===== src/rtl/serial_pkg.sv =====
// Shared definitions for the bit-serial transmit/receive blocks.
package serial_pkg;

    localparam int unsigned DEFAULT_WIDTH = 8;

    typedef enum logic {
        ST_IDLE  = 1'b0,
        ST_SHIFT = 1'b1
    } state_t;

    // Serial two's-complement: search for the first 1, then invert the rest.
    typedef enum logic {
        CS_SEARCH = 1'b0,
        CS_INVERT = 1'b1
    } cs_t;

endpackage


===== src/rtl/serial_word_tx_if.sv =====
// Parallel-in / serial-out handshake bundle for serial_word_tx.
interface serial_word_tx_if
    import serial_pkg::*;
#(
    parameter int unsigned WIDTH = DEFAULT_WIDTH
);

    logic             in_valid;
    logic             in_ready;
    logic [WIDTH-1:0] in_data;
    logic             in_negate;
    logic             sout;
    logic             sout_valid;
    logic             sout_ready;
    logic             sout_first;
    logic             sout_last;
    logic             busy;

    modport master (
        output in_valid, in_data, in_negate, sout_ready,
        input  in_ready, sout, sout_valid, sout_first, sout_last, busy
    );

    modport slave (
        input  in_valid, in_data, in_negate, sout_ready,
        output in_ready, sout, sout_valid, sout_first, sout_last, busy
    );

endinterface


===== src/rtl/serial_negate_cell.sv =====
// One-bit Mealy cell for LSB-first negation: pass bits up to the first 1, invert later bits.
module serial_negate_cell
    import serial_pkg::*;
(
    input  logic clk,
    input  logic rst,
    input  logic clear,
    input  logic enable,
    input  logic neg,
    input  logic bit_in,
    output logic bit_out
);

    cs_t cs;
    cs_t cs_next;

    always_ff @(posedge clk or posedge rst) begin
        if (rst) begin
            cs <= CS_SEARCH;
        end else begin
            cs <= cs_next;
        end
    end

    // The flag tracks the raw input bit so it is independent of neg.
    always_comb begin
        cs_next = cs;
        if (clear) begin
            cs_next = CS_SEARCH;
        end else if (enable && bit_in) begin
            cs_next = CS_INVERT;
        end
        bit_out = bit_in ^ (neg && (cs == CS_INVERT));
    end

endmodule


===== src/rtl/serial_word_tx.sv =====
// Parallel-to-serial word transmitter, LSB-first, with optional on-the-fly negation.
module serial_word_tx
    import serial_pkg::*;
#(
    parameter int unsigned WIDTH = DEFAULT_WIDTH,
    parameter int unsigned CNT_W = $clog2(WIDTH)
) (
    input logic              clk,
    input logic              rst,
    serial_word_tx_if.slave  bus
);

    state_t           state;
    state_t           state_next;
    logic [WIDTH-1:0] shreg;
    logic [CNT_W-1:0] cnt;
    logic             neg_r;
    logic             beat;
    logic             is_last;
    logic             load;
    logic             cell_bit;

    assign is_last = (cnt == CNT_W'(WIDTH - 1));

    always_comb begin
        state_next      = state;
        beat            = 1'b0;
        load            = 1'b0;
        bus.in_ready    = 1'b0;
        bus.sout_valid  = 1'b0;
        bus.busy        = 1'b0;
        bus.sout_first  = 1'b0;
        bus.sout_last   = 1'b0;
        bus.sout        = 1'b0;
        unique case (state)
            ST_IDLE: begin
                bus.in_ready = 1'b1;
                load         = bus.in_valid;
                if (load) begin
                    state_next = ST_SHIFT;
                end
            end
            ST_SHIFT: begin
                bus.sout_valid = 1'b1;
                bus.busy       = 1'b1;
                bus.sout_first = (cnt == '0);
                bus.sout_last  = is_last;
                bus.sout       = cell_bit;
                beat           = bus.sout_ready;
                // Accepting the next word on the final beat keeps the stream gap-free.
                bus.in_ready   = beat && is_last;
                load           = bus.in_ready && bus.in_valid;
                if (beat && is_last && !load) begin
                    state_next = ST_IDLE;
                end
            end
            default: state_next = ST_IDLE;
        endcase
    end

    always_ff @(posedge clk or posedge rst) begin
        if (rst) begin
            state <= ST_IDLE;
            shreg <= '0;
            cnt   <= '0;
            neg_r <= 1'b0;
        end else begin
            state <= state_next;
            if (load) begin
                shreg <= bus.in_data;
                neg_r <= bus.in_negate;
                cnt   <= '0;
            end else if (beat) begin
                shreg <= {1'b0, shreg[WIDTH-1:1]};
                cnt   <= cnt + CNT_W'(1);
            end
        end
    end

    serial_negate_cell u_negate (
        .clk     (clk),
        .rst     (rst),
        .clear   (load),
        .enable  (beat),
        .neg     (neg_r),
        .bit_in  (shreg[0]),
        .bit_out (cell_bit)
    );

endmodule


===== src/flat_wrapper.sv =====
// flat-port wrapper written by rule: the top's interface ports become plain ports
module serial_word_tx_flat import serial_pkg::*;
#(
    parameter int unsigned WIDTH = DEFAULT_WIDTH,
    parameter int unsigned CNT_W = $clog2(WIDTH)
)
  (clk, rst, bus_in_valid, bus_in_data, bus_in_negate, bus_sout_ready, bus_in_ready, bus_sout, bus_sout_valid, bus_sout_first, bus_sout_last, bus_busy);
  serial_word_tx_if #(.WIDTH(WIDTH)) bus_i ();
  input logic clk;
  input logic rst;
  input wire logic [$bits(bus_i.in_valid)-1:0] bus_in_valid;
  input wire logic [$bits(bus_i.in_data)-1:0] bus_in_data;
  input wire logic [$bits(bus_i.in_negate)-1:0] bus_in_negate;
  input wire logic [$bits(bus_i.sout_ready)-1:0] bus_sout_ready;
  output wire logic [$bits(bus_i.in_ready)-1:0] bus_in_ready;
  output wire logic [$bits(bus_i.sout)-1:0] bus_sout;
  output wire logic [$bits(bus_i.sout_valid)-1:0] bus_sout_valid;
  output wire logic [$bits(bus_i.sout_first)-1:0] bus_sout_first;
  output wire logic [$bits(bus_i.sout_last)-1:0] bus_sout_last;
  output wire logic [$bits(bus_i.busy)-1:0] bus_busy;
  assign bus_i.in_valid = bus_in_valid;
  assign bus_i.in_data = bus_in_data;
  assign bus_i.in_negate = bus_in_negate;
  assign bus_i.sout_ready = bus_sout_ready;
  assign bus_in_ready = bus_i.in_ready;
  assign bus_sout = bus_i.sout;
  assign bus_sout_valid = bus_i.sout_valid;
  assign bus_sout_first = bus_i.sout_first;
  assign bus_sout_last = bus_i.sout_last;
  assign bus_busy = bus_i.busy;
  serial_word_tx #(.WIDTH(WIDTH), .CNT_W(CNT_W)) u_core (.clk(clk), .rst(rst), .bus(bus_i));
endmodule

===== config.mk =====
export PLATFORM = sky130hd
export DESIGN_NAME = serial_word_tx_flat
export DESIGN_NICKNAME = d
export VERILOG_FILES = /design/src/rtl/serial_pkg.sv /design/src/rtl/serial_word_tx_if.sv /design/src/rtl/serial_negate_cell.sv /design/src/rtl/serial_word_tx.sv /design/src/flat_wrapper.sv
export SDC_FILE = /design/constraint.sdc
export NUM_CORES = 1
export LEC_CHECK = 0
export CAP_MARGIN = 15
export CORE_ASPECT_RATIO = 1.1
export CORE_UTILIZATION = 46
export CTS_CLUSTER_DIAMETER = 60
export DETAILED_ROUTE_END_ITERATION = 8
export HOLD_SLACK_MARGIN = 0.1
export PLACE_DENSITY = 0.76
export REMOVE_ABC_BUFFERS = 1
export SKIP_LAST_GASP = 1
export SLEW_MARGIN = 5
export SYNTH_ARGS = -nofsm -noshare
export SYNTH_HDL_FRONTEND = slang
export SYNTH_SLANG_ARGS = --single-unit

===== constraint.sdc =====
create_clock -name clk -period 1.9 [get_ports clk]
set_input_delay 0.285 -clock clk [delete_from_list [all_inputs] [get_ports clk]]
set_output_delay 0.285 -clock clk [all_outputs]
set_load 0.05 [all_outputs]

==> run_results.csv <==
group,metric,value,unit
setup_path,worstReg2RegEnd,"u_core.neg_r",
detailed_routing,vias,567,
placement,hpwlAfterDp,967,µm
yosys,ys.warnings.count,0,
yosys,synth.largest_area_cell,"dfrtp_1",
setup_path,cp-end-kind,"output pin",
setup_path,cp_max_fo,11,
setup_path,startpoint_type,"flop",
clock_network,cts_buffers,3,
floorplanning,dieArea,1710,µm²
detailed_routing,first_pass_iters,3,
timing,period_share,0.961,
timing,finClkSkew,2.74,ps
layout,fillers,124,
yosys,ys_types,21,
clock_network,post_cts_resized,0,
power_and_ir_drop,total_power,1.34,mW
floorplanning,start_util,0.508,
power_and_ir_drop,irDropWorstVdd,0.631,mV
yosys,synth-main-ff-cell,"dfrtp_1",
yosys,synth_commonest_cells,"dfrtp_1 (14), nand3_1 (10), mux2i_1 (7)",
clock_network,clkLatencyLatePin,280,ps
yosys,synthCells,70,
timing,slew_violations,0,
floorplanning,core_area,1400,µm²
clock_network,hold_buffers,0,
detailed_routing,drc,0,
timing,maxSlewHeadroom,0.654,
global_route,grt_max_degree,15,
global_route,grtUsageTotal,0.203,
global_route,grt_overflow,0,
setup_path,r2r_cells,5,
layout,antenna_cells,0,
yosys,syn_area_per_cell,10.2,µm²
floorplanning,die_y,43.3,µm
timing,rsz0062_at_grt,"false",
min_path,hold_path_class,"input pin to asynchronous set/reset pin",
clock_network,cts_sinks,14,
floorplanning,top_level_ports,19,
timing,clock.fmax,0.548,GHz
clock_network,cts_tree,"done",
clock_network,clockBufferDepth,2,
global_route,grt_antenna_before_repair,0,
layout,drive_gt1_frac,0.178,
setup_path,cp.arrival,1540,ps
layout,num-nets-final,107,
yosys,yosysMostFrequentCell,"dfrtp_1",
detailed_routing,viasPerCell,5.35,
setup_path,required,1620,ps
timing,worstMarginPinSlew,519,ps
floorplanning,rows,14,
run,maxCapViolCount,0,
yosys,ys_ff_latch,14,
power_and_ir_drop,power_density,1420,nW/µm²
detailed_routing,routed_wl,1.36,mm
setup_path,r2r_slack,160,ps
yosys,ys_seq_area_frac,0.492,
detailed_routing,route.antenna.remaining_nets,0,
floorplanning,die_x,39.5,µm
outcome,outcome,"complete, no violations",
timing,timing.hold.ws,331,ps
clock_network,cts_root_buffer,"clkbuf_4",
setup_path,worst-setup-path-type,"flop to output pin",
global_route,grt_pass1_wl,2.35,mm
timing,setup-violations-final,0,
placement,gp_congestion,0.698,
clock_network,htreeDepth,1,
yosys,synth_async_sr_flop_share,1.00,
timing,timing.final.crit_period,1830,ps
power_and_ir_drop,p_leak,0.449,nW
yosys,syn_area,712,µm²
timing,hold_viol,0,
clock_network,path_clk_slew,80,ps
timing,setup_tns,0,ps
global_route,grt_pass1_vias,566,
detailed_routing,wl_per_cell,12.8,µm
detailed_routing,drt_iter0_drc,8,
setup_path,r2r-start,"u_core.cnt[0]",
yosys,netlist.area_leader.share,0.492,
yosys,ys_top_cells_by_area,"dfrtp_1 (49%), mux2i_1 (9.8%), nand3_1 (7.0%)",
layout,synthToLayoutAreaGrowth,33.2,%
yosys,synth-edff-count,0,
placement,numPortBuffers,18,
==> routing by layer <==
metal  track usage  share of wire
met3        0.0471          0.051
met1         0.247           0.44
met4         0.103          0.015
met5             0              0
met2         0.321           0.50
==> stage by stage <==
stage | setup WS [ps] | std cells | area, µm² | utilization
after floorplan | -203 | 65 | 679 | -
after global placement | 252 | 101 | 905 | 0.646
after detailed placement | 215 | 101 | 905 | 0.646
after CTS | 3.67 | 106 | 948 | 0.677
after global routing | 2.73 | 106 | 948 | 0.677
final | 74.0 | 106 | 948 | 0.677
==> registers in the layout, indices dropped and copies added (netlist names) <==
signal / cells
u_core.neg_r: 1
u_core.shreg: 8
u_core.state: 1
u_core.cnt: 3
u_core.u_negate.cs: 1
==> cells in the final DEF (no fill, tap or decap) <==
cell type        instances
a21bo_2                  1
a21oi_1                  2
a31oi_1                  1
and2_1                   2
and2_4                   1
buf_12                   2
buf_4                    7
clkbuf_4                 3
clkbuf_8                 1
clkdlybuf4s50_1         12
dfrtp_1                 14
ha_1                     3
inv_1                    3
mux2_4                   1
mux2i_1                  7
nand2_1                  6
nand2b_1                 1
nand3_1                 10
nor2_1                   3
o21ai_0                  2
o21ai_1                  6
xnor2_1                  2
==> worst max path at each step <==
| stage | startpoint | endpoint | slack (ps) | cells past startpoint |
|---|---|---|---|---|
| after floorplan | u_core.state | u_core.neg_r | -200 | 3 |
| after global placement | bus_sout_ready | u_core.shreg[2] | 250 | 4 |
| after detailed placement | bus_sout_ready | u_core.shreg[1] | 210 | 4 |
| after CTS | u_core.cnt[0] | bus_in_ready | 4 | 5 |
| after global routing | u_core.cnt[0] | bus_in_ready | 3 | 4 |
| final | u_core.cnt[0] | bus_in_ready | 70 | 4 |
==> area by class of cell <==
cell class | count | area, µm² | area share
tap | 16 | 20.0 | 0.0211
multi-input combinational | 48 | 318 | 0.335
timing repair buffer | 21 | 213 | 0.224
sequential | 14 | 350 | 0.369
clock buffer | 4 | 36.3 | 0.0383
inverter | 3 | 11.3 | 0.0119
==> logic make-up (layout without fill, tap and decap cells) <==
logic type,after synthesis,after routing,share of synthesized area
mux,8,8,0.120
xor+xnor,2,2,0.0246
simple gates,23,23,0.156
fa+ha+maj,3,3,0.0527
compound gates,12,12,0.0932
flops,14,14,0.492
buf+inv,8,28,0.0615
==> power by group <==
group	total [mW]	internal, mW	switching [mW]	leakage, nW
Clock	0.214	0.117	0.0974	0.0210
Combinational	0.650	0.297	0.353	0.251
Sequential	0.480	0.409	0.0703	0.177
Total	1.34	0.823	0.521	0.449
==> worst max-delay path: stages, from the launching register on <==
cell and delay [ps]:
dfrtp_1 390, ha_1 210, ha_1 190, a21bo_2 290
buf_12 180
==> what timing repair did <==
| action | in CTS | in global routing |
|---|---|---|
| endpoints found under the hold margin | 0 | 0 |
| setup endpoints to repair | 1 | 1 |
| buffers inserted | 1 | 1 |
Power figures use the tool's default switching activity.
